$ cat src/rtl/ctrl_pkg.sv
// Shared types and constants for the multi-cycle RV32I control unit:
// ALU/branch/immediate encodings, FSM states, the registered control word.
package ctrl_pkg;

  typedef enum logic [3:0] {
    ALU_ADD   = 4'b0000,
    ALU_SUB   = 4'b0001,
    ALU_XOR   = 4'b0010,
    ALU_SLT   = 4'b0011,
    ALU_SLTU  = 4'b0100,
    ALU_SRL   = 4'b0101,
    ALU_SLL   = 4'b0110,
    ALU_SRA   = 4'b0111,
    ALU_PASSB = 4'b1000,
    ALU_OR    = 4'b1001,
    ALU_AND   = 4'b1010
  } aluop_e;

  typedef enum logic [2:0] {
    BR_NONE = 3'b000,
    BR_EQ   = 3'b001,
    BR_NE   = 3'b010,
    BR_LT   = 3'b011,
    BR_GE   = 3'b100,
    BR_LTU  = 3'b101,
    BR_GEU  = 3'b110,
    BR_JUMP = 3'b111
  } brop_e;

  typedef enum logic [2:0] {
    IMM_I = 3'b000,
    IMM_B = 3'b001,
    IMM_S = 3'b010,
    IMM_J = 3'b011,
    IMM_U = 3'b100
  } imm_type_e;

  typedef enum logic [1:0] {
    WB_ALU = 2'b00,
    WB_MEM = 2'b01,
    WB_PC4 = 2'b10
  } sel_wb_e;

  // Which path the instruction takes after EXECUTE.
  typedef enum logic [1:0] {
    ACC_NONE   = 2'b00,
    ACC_LOAD   = 2'b01,
    ACC_STORE  = 2'b10,
    ACC_BRANCH = 2'b11
  } access_e;

  typedef enum logic [2:0] {
    S_FETCH   = 3'd0,
    S_DECODE  = 3'd1,
    S_EXECUTE = 3'd2,
    S_MEM     = 3'd3,
    S_WB      = 3'd4,
    S_TRAP    = 3'd5
  } state_e;

  typedef struct packed {
    logic      sel_opr_a;
    logic      sel_opr_b;
    sel_wb_e   sel_wb;
    imm_type_e imm_type;
    aluop_e    aluop;
    brop_e     brop;
    access_e   access;
  } ctrl_word_t;

  localparam logic [6:0] OPC_LUI    = 7'b0110111;
  localparam logic [6:0] OPC_AUIPC  = 7'b0010111;
  localparam logic [6:0] OPC_JAL    = 7'b1101111;
  localparam logic [6:0] OPC_JALR   = 7'b1100111;
  localparam logic [6:0] OPC_BRANCH = 7'b1100011;
  localparam logic [6:0] OPC_LOAD   = 7'b0000011;
  localparam logic [6:0] OPC_STORE  = 7'b0100011;
  localparam logic [6:0] OPC_OPIMM  = 7'b0010011;
  localparam logic [6:0] OPC_OP     = 7'b0110011;

  localparam logic [6:0] F7_BASE = 7'b0000000;
  localparam logic [6:0] F7_ALT  = 7'b0100000;

  // alt selects SUB over ADD and SRA over SRL; callers decide when it applies.
  function automatic aluop_e alu_from_funct3(input logic [2:0] funct3, input logic alt);
    aluop_e op;
    case (funct3)
      3'b000:  op = alt ? ALU_SUB : ALU_ADD;
      3'b001:  op = ALU_SLL;
      3'b010:  op = ALU_SLT;
      3'b011:  op = ALU_SLTU;
      3'b100:  op = ALU_XOR;
      3'b101:  op = alt ? ALU_SRA : ALU_SRL;
      3'b110:  op = ALU_OR;
      default: op = ALU_AND;
    endcase
    return op;
  endfunction

endpackage

$ cat src/rtl/rv32i_decoder.sv
// Combinational RV32I decode: {opcode, funct3, funct7} -> control word plus
// an illegal-instruction flag.
module rv32i_decoder
  import ctrl_pkg::*;
(
  input  logic [6:0]  opcode,
  input  logic [2:0]  funct3,
  input  logic [6:0]  funct7,
  output ctrl_word_t  ctrl,
  output logic        illegal
);

  always_comb begin
    ctrl.sel_opr_a = 1'b0;
    ctrl.sel_opr_b = 1'b0;
    ctrl.sel_wb    = WB_ALU;
    ctrl.imm_type  = IMM_I;
    ctrl.aluop     = ALU_ADD;
    ctrl.brop      = BR_NONE;
    ctrl.access    = ACC_NONE;
    illegal        = 1'b0;

    case (opcode)
      OPC_LUI: begin
        ctrl.sel_opr_b = 1'b1;
        ctrl.imm_type  = IMM_U;
        ctrl.aluop     = ALU_PASSB;
      end
      OPC_AUIPC: begin
        ctrl.sel_opr_a = 1'b1;
        ctrl.sel_opr_b = 1'b1;
        ctrl.imm_type  = IMM_U;
      end
      OPC_JAL: begin
        ctrl.sel_opr_a = 1'b1;
        ctrl.sel_opr_b = 1'b1;
        ctrl.imm_type  = IMM_J;
        ctrl.sel_wb    = WB_PC4;
        ctrl.brop      = BR_JUMP;
      end
      OPC_JALR: begin
        ctrl.sel_opr_b = 1'b1;
        ctrl.imm_type  = IMM_I;
        ctrl.sel_wb    = WB_PC4;
        ctrl.brop      = BR_JUMP;
      end
      OPC_BRANCH: begin
        // ALU subtracts rs1-rs2; the comparator applies brop to the operands.
        ctrl.imm_type = IMM_B;
        ctrl.aluop    = ALU_SUB;
        ctrl.access   = ACC_BRANCH;
        case (funct3)
          3'b000:  ctrl.brop = BR_EQ;
          3'b001:  ctrl.brop = BR_NE;
          3'b100:  ctrl.brop = BR_LT;
          3'b101:  ctrl.brop = BR_GE;
          3'b110:  ctrl.brop = BR_LTU;
          3'b111:  ctrl.brop = BR_GEU;
          default: ctrl.brop = BR_NONE;
        endcase
      end
      OPC_LOAD: begin
        ctrl.sel_opr_b = 1'b1;
        ctrl.sel_wb    = WB_MEM;
        ctrl.access    = ACC_LOAD;
      end
      OPC_STORE: begin
        ctrl.sel_opr_b = 1'b1;
        ctrl.imm_type  = IMM_S;
        ctrl.access    = ACC_STORE;
      end
      OPC_OPIMM: begin
        // Only SRAI uses funct7; ADDI never becomes SUB.
        ctrl.sel_opr_b = 1'b1;
        ctrl.aluop     = alu_from_funct3(funct3, (funct3 == 3'b101) && funct7[5]);
      end
      OPC_OP: begin
        ctrl.aluop = alu_from_funct3(funct3,
                       funct7[5] && ((funct3 == 3'b000) || (funct3 == 3'b101)));
        illegal    = !((funct7 == F7_BASE) || (funct7 == F7_ALT));
      end
      default: illegal = 1'b1;
    endcase
  end

endmodule

$ cat src/rtl/multicycle_controller.sv
// Multi-cycle RV32I control unit: FETCH/DECODE/EXECUTE/MEM/WB sequencing,
// req/ack handshakes with timeout, sticky traps and a retired-instruction count.
module multicycle_controller
  import ctrl_pkg::*;
#(
  parameter int TIMEOUT_CYCLES = 16,
  parameter int RETIRE_W       = 32
) (
  input  logic                clk,
  input  logic                rst,
  input  logic [6:0]          opcode,
  input  logic [2:0]          funct3,
  input  logic [6:0]          funct7,
  input  logic                im_ack,
  input  logic                dm_ack,
  output logic                im_req,
  output logic                dm_req,
  output logic                dm_we,
  output logic                ir_en,
  output logic                pc_en,
  output logic                rf_en,
  output logic                sel_opr_a,
  output logic                sel_opr_b,
  output logic [1:0]          sel_wb,
  output logic [2:0]          imm_type,
  output logic [3:0]          aluop,
  output logic [2:0]          brop,
  output logic                illegal,
  output logic                bus_err,
  output logic [RETIRE_W-1:0] retire_cnt
);

  localparam int WAIT_W = (TIMEOUT_CYCLES > 1) ? $clog2(TIMEOUT_CYCLES + 1) : 1;
  localparam bit TIMEOUT_EN = (TIMEOUT_CYCLES > 0);
  localparam logic [WAIT_W-1:0] WAIT_LAST =
    WAIT_W'((TIMEOUT_CYCLES > 0) ? TIMEOUT_CYCLES - 1 : 0);

  state_e            state, state_nxt;
  ctrl_word_t        dec_ctrl;
  ctrl_word_t        ctrl_p1;
  logic              dec_illegal;
  logic [WAIT_W-1:0] wait_cnt;
  logic              wait_expired;
  logic              waiting;
  logic              set_illegal;
  logic              set_bus_err;
  logic              cw_active;

  rv32i_decoder u_decoder (
    .opcode  (opcode),
    .funct3  (funct3),
    .funct7  (funct7),
    .ctrl    (dec_ctrl),
    .illegal (dec_illegal)
  );

  // The current unacked cycle is the TIMEOUT_CYCLES-th one; an ack in that
  // same cycle is checked first and wins.
  assign wait_expired = TIMEOUT_EN && (wait_cnt == WAIT_LAST);
  assign waiting      = ((state == S_FETCH) && !im_ack) || ((state == S_MEM) && !dm_ack);

  always_comb begin
    state_nxt   = state;
    im_req      = 1'b0;
    dm_req      = 1'b0;
    dm_we       = 1'b0;
    ir_en       = 1'b0;
    pc_en       = 1'b0;
    rf_en       = 1'b0;
    set_illegal = 1'b0;
    set_bus_err = 1'b0;

    if (!rst) begin
      case (state)
        S_FETCH: begin
          im_req = 1'b1;
          if (im_ack) begin
            ir_en     = 1'b1;
            state_nxt = S_DECODE;
          end else if (wait_expired) begin
            set_bus_err = 1'b1;
            state_nxt   = S_TRAP;
          end
        end
        S_DECODE: begin
          if (dec_illegal) begin
            set_illegal = 1'b1;
            state_nxt   = S_TRAP;
          end else begin
            state_nxt = S_EXECUTE;
          end
        end
        S_EXECUTE: begin
          case (ctrl_p1.access)
            ACC_BRANCH: begin
              pc_en     = 1'b1;
              state_nxt = S_FETCH;
            end
            ACC_LOAD, ACC_STORE: state_nxt = S_MEM;
            default:             state_nxt = S_WB;
          endcase
        end
        S_MEM: begin
          dm_req = 1'b1;
          dm_we  = (ctrl_p1.access == ACC_STORE);
          if (dm_ack) begin
            if (ctrl_p1.access == ACC_STORE) begin
              pc_en     = 1'b1;
              state_nxt = S_FETCH;
            end else begin
              state_nxt = S_WB;
            end
          end else if (wait_expired) begin
            set_bus_err = 1'b1;
            state_nxt   = S_TRAP;
          end
        end
        S_WB: begin
          rf_en     = 1'b1;
          pc_en     = 1'b1;
          state_nxt = S_FETCH;
        end
        S_TRAP:  state_nxt = S_TRAP;
        default: state_nxt = S_FETCH;
      endcase
    end
  end

  always_ff @(posedge clk) begin
    if (rst) begin
      state      <= S_FETCH;
      wait_cnt   <= '0;
      illegal    <= 1'b0;
      bus_err    <= 1'b0;
      retire_cnt <= '0;
    end else begin
      state <= state_nxt;
      if (state_nxt != state) begin
        wait_cnt <= '0;
      end else if (waiting) begin
        wait_cnt <= wait_cnt + WAIT_W'(1);
      end
      if (set_illegal) illegal <= 1'b1;
      if (set_bus_err) bus_err <= 1'b1;
      if (pc_en) retire_cnt <= retire_cnt + RETIRE_W'(1);
    end
  end

  // Decode -> execute boundary: control word captured at the end of DECODE.
  always_ff @(posedge clk) begin
    if (state == S_DECODE) ctrl_p1 <= dec_ctrl;
  end

  assign cw_active = !rst && ((state == S_EXECUTE) || (state == S_MEM) || (state == S_WB));

  always_comb begin
    sel_opr_a = 1'b0;
    sel_opr_b = 1'b0;
    sel_wb    = 2'b00;
    imm_type  = 3'b000;
    aluop     = 4'b0000;
    brop      = 3'b000;
    if (cw_active) begin
      sel_opr_a = ctrl_p1.sel_opr_a;
      sel_opr_b = ctrl_p1.sel_opr_b;
      sel_wb    = ctrl_p1.sel_wb;
      imm_type  = ctrl_p1.imm_type;
      aluop     = ctrl_p1.aluop;
      brop      = ctrl_p1.brop;
    end
  end

endmodule

$ cat config.mk
export PLATFORM = sky130hd
export DESIGN_NAME = multicycle_controller
export DESIGN_NICKNAME = d
export VERILOG_FILES = /design/src/rtl/ctrl_pkg.sv /design/src/rtl/rv32i_decoder.sv /design/src/rtl/multicycle_controller.sv
export SDC_FILE = /design/constraint.sdc
export NUM_CORES = 1
export LEC_CHECK = 0
export CORE_ASPECT_RATIO = 1.2
export CORE_MARGIN = 4
export CORE_UTILIZATION = 40
export CTS_CLUSTER_DIAMETER = 200
export CTS_CLUSTER_SIZE = 16
export DETAILED_ROUTE_END_ITERATION = 7
export HOLD_SLACK_MARGIN = 0.02
export PLACE_DENSITY_LB_ADDON = 0.15
export SYNTH_ARGS = -nofsm -noshare
export SYNTH_HDL_FRONTEND = slang
export SYNTH_SLANG_ARGS = --single-unit
$ cat constraint.sdc
create_clock -name clk -period 2.34 [get_ports clk]
set_input_delay 0.468 -clock clk [delete_from_list [all_inputs] [get_ports clk]]
set_output_delay 0.468 -clock clk [all_outputs]
set_load 0.02 [all_outputs]
==> impl_metrics.json <==
{
  "intPower_mw": 1.895,
  "hold_viol": 0,
  "drc_errors": 0,
  "critical_path_class": "flip-flop to output port",
  "max_stage_delay_ps": 360,
  "fin_nets": 487,
  "cp_num_buf_inv": 3,
  "cts_made_buffers": 9,
  "cp-start-kind": "flip-flop",
  "diodes": 0,
  "yosys-top-cells-area": "dfxtp_1, edfxtp_1, xor2_1",
  "ir_worst_vdd_mv": 0.3800,
  "cp-end-kind": "output port",
  "clock_latency_ps": 330,
  "synth_common_cells": "dfxtp_1, nor2_1, a21oi_1",
  "grtUsageTotal_pct": 16.85,
  "synth.avg_cell_area_um2": 8.807,
  "drt_iter0_markers": 66,
  "tightestPinTransition_ps": 452.6,
  "post-route-min-period_ps": 2171,
  "syn_area_um2": 3171,
  "clock-root-buffer": "clkbuf_8",
  "num_io_pins": 75,
  "dieArea_um2": 9420,
  "synth_edf_count": 16,
  "port_buffers": 74,
  "fin_crit_sh_pct": 92.77,
  "worstSetupStartpoint": "state[2]$_SDFF_PP0_",
  "coreArea_um2": 7707,
  "finalWorstSetupSlack_ps": 169.3,
  "cts_buffer_depth": 2,
  "cap_violations": 0,
  "synthFlopType": "dfxtp_1",
  "cpLargestDelayFamily": "simple AND/OR/NAND/NOR gates",
  "min_path_type": "flip-flop to flip-flop",
  "yosys_register_bits": 58,
  "htree_levels": 3,
  "grt_overflow": 0,
  "die_h_um": 105.5,
  "cp_slowest_cell": "or3_1",
  "synthArstFlopShare_pct": 0,
  "firstDrtPassIters": 4,
  "crit_required_ps": 1870,
  "rows": 35,
  "r2r_start": "ctrl_p1[0]$_DFFE_PN_",
  "switchingPower_mw": 0.5674,
  "first_global_vias": 2689,
  "yosys.area.top_type_share_pct": 26.52,
  "fmax_ghz": 0.4607,
  "area_delta_synth_final_pct": 38.48,
  "drive_gt1_share_pct": 17.85,
  "place.gp.congestion": 0.8198,
  "ys_seq_area_share_pct": 41.67,
  "die_w_um": 89.27,
  "dp_cells": 541,
  "ant_nets": 0,
  "clock_power_share_pct": 45.0,
  "clk_pin_slew_worst_paths_ps": 70,
  "yosysUniqueCellTypes": 53,
  "routedWlPerCell_um": 13.56,
  "p_leak_nw": 1.728,
  "initial_core_util_pct": 41.14,
  "postCtsHoldBufs": 0,
  "dp_hpwl_um": 5598,
  "swShare_pct": 23.04,
  "powerDensity_nw_per_um2": 560.9,
  "outcome": "completed",
  "setup_viol": 0,
  "cts.sinks": 58,
  "place_ws_ps": -259.7,
  "hp-start": "retire_cnt[31]$_SDFFE_PP0P_",
  "slew_viol_final": 0,
  "grt_max_degree": 24,
  "vias_per_cell": 5.246,
  "nFillCells": 690,
  "cp.arrival_ps": 1700,
  "instances_no_fill": 557,
  "syn_nets": 387,
  "yosysWarnings": 0,
  "p_comb_share_pct": 11.3,
  "cp_max_fo": 14,
  "antenna_found_initial": 0,
  "grt_pass1_wl_um": 12660,
  "postCtsSetupRepairBufs": 0,
  "rsz0062_at_grt": "false",
  "max_slew_margin_pct": 69.77,
  "tritoncts": "yes",
  "finClkSkew_ps": 6.592,
  "power_frac_seq_pct": 43.7,
  "synth_area_leader_cell": "dfxtp_1",
  "path_cells": "inv_1 -> or3_1 -> a21oi_1 -> buf_4 -> and2_1 -> buf_2",
  "yosysMostFrequentCell": "dfxtp_1",
  "num_vias": 2922,
  "wl_um": 7553,
  "netlist_instances": 360
}
cell usage in the layout (no fill, tap or decap), drive strengths merged, types with 19 or more instances in the layout:
cell type / Yosys / routed
nor2: 40 / 40
clkdlybuf4s50: 0 / 53
buf: 10 / 54
nand2: 24 / 24
xor2: 19 / 19
dfxtp: 42 / 42
a21oi: 25 / 25
o21ai: 21 / 21
stage by stage:
| step | util, % | cell area, um2 | hold slack [ps] | setup TNS (ps) | power (mW) |
|---|---|---|---|---|---|
| global route | 56.96 | 4390 | 522.9 | 0 | 2.554 |
| floorplan | - | 3171 | 471.1 | 0 | 1.254 |
| detailed placement | 54.71 | 4217 | 477.1 | -7628 | 1.386 |
| global placement | 54.71 | 4217 | 458.7 | -6404 | 1.383 |
| CTS | 57.99 | 4469 | 490.6 | 0 | 2.489 |
| finish | 56.96 | 4390 | 481.1 | 0 | 2.463 |
power by group through the flow:
stage | sequential, mW | combinational [mW] | clock, mW
2_1_floorplan | 1.10 | 0.156 | 0
3_3_place_gp | 1.10 | 0.283 | 0
3_5_place_dp | 1.10 | 0.287 | 0
4_1_cts | 1.08 | 0.287 | 1.13
5_1_grt | 1.08 | 0.309 | 1.17
6_report | 1.08 | 0.279 | 1.11
metal layers:
metal | GRT usage [%] | wire length (um) | vias to the layer above
li1 | - | - | 1509
met1 | 20.94 | 3272 | 1333
met2 | 27.03 | 3659 | 65
met3 | 3.675 | 435 | 15
met4 | 8.191 | 185 | 0
met5 | 0 | 0 | -
kinds of logic (layout without fill, tap and decap cells):
family / after synthesis / count (layout) / share of synthesized area (%)
simple gates: 149 / 149 / 25.49
compound gates: 87 / 87 / 18.98
flops: 58 / 58 / 41.67
buf+inv: 36 / 141 / 4.814
xor+xnor: 23 / 23 / 6.353
fa+ha+maj: 6 / 6 / 2.368
mux: 1 / 1 / 0.3157
area by class of cell:
type	count	area, um2	area share (%)
clock inverter	5	102.6	2.337
multi-input combinational	266	1714	39.04
tap	92	115.1	2.622
inverter	12	45.04	1.026
sequential	58	1321	30.09
timing repair buffer	113	960.9	21.89
clock buffer	11	131.4	2.992
timing repair:
item                                    in CTS  in global routing
cloned                                       0                  0
endpoints found under the setup margin      20                 19
gates resized for setup                     47                 21
pin swaps                                    0                  0
final timing paths:
kind	endpoint	depth (start not counted)	slack (ps)
setup / recovery	imm_type[1]	6	170
hold / removal	retire_cnt[31]$_SDFFE_PP0P_	2	480
setup reg to reg	retire_cnt[23]$_SDFFE_PP0P_	9	220
hold reg to reg	retire_cnt[31]$_SDFFE_PP0P_	2	480
registers in the layout (all words and copies together), names as in the netlist:
name        flops
illegal         1
state           3
wait_cnt        5
retire_cnt     32
ctrl_p1        16
bus_err         1
tightest hold or removal path, cell delays in order (launching register included):
cell and delay (ps):
dfxtp_1 320, o31ai_1 60, a21oi_1 50
(Power assumes the default switching activity.)
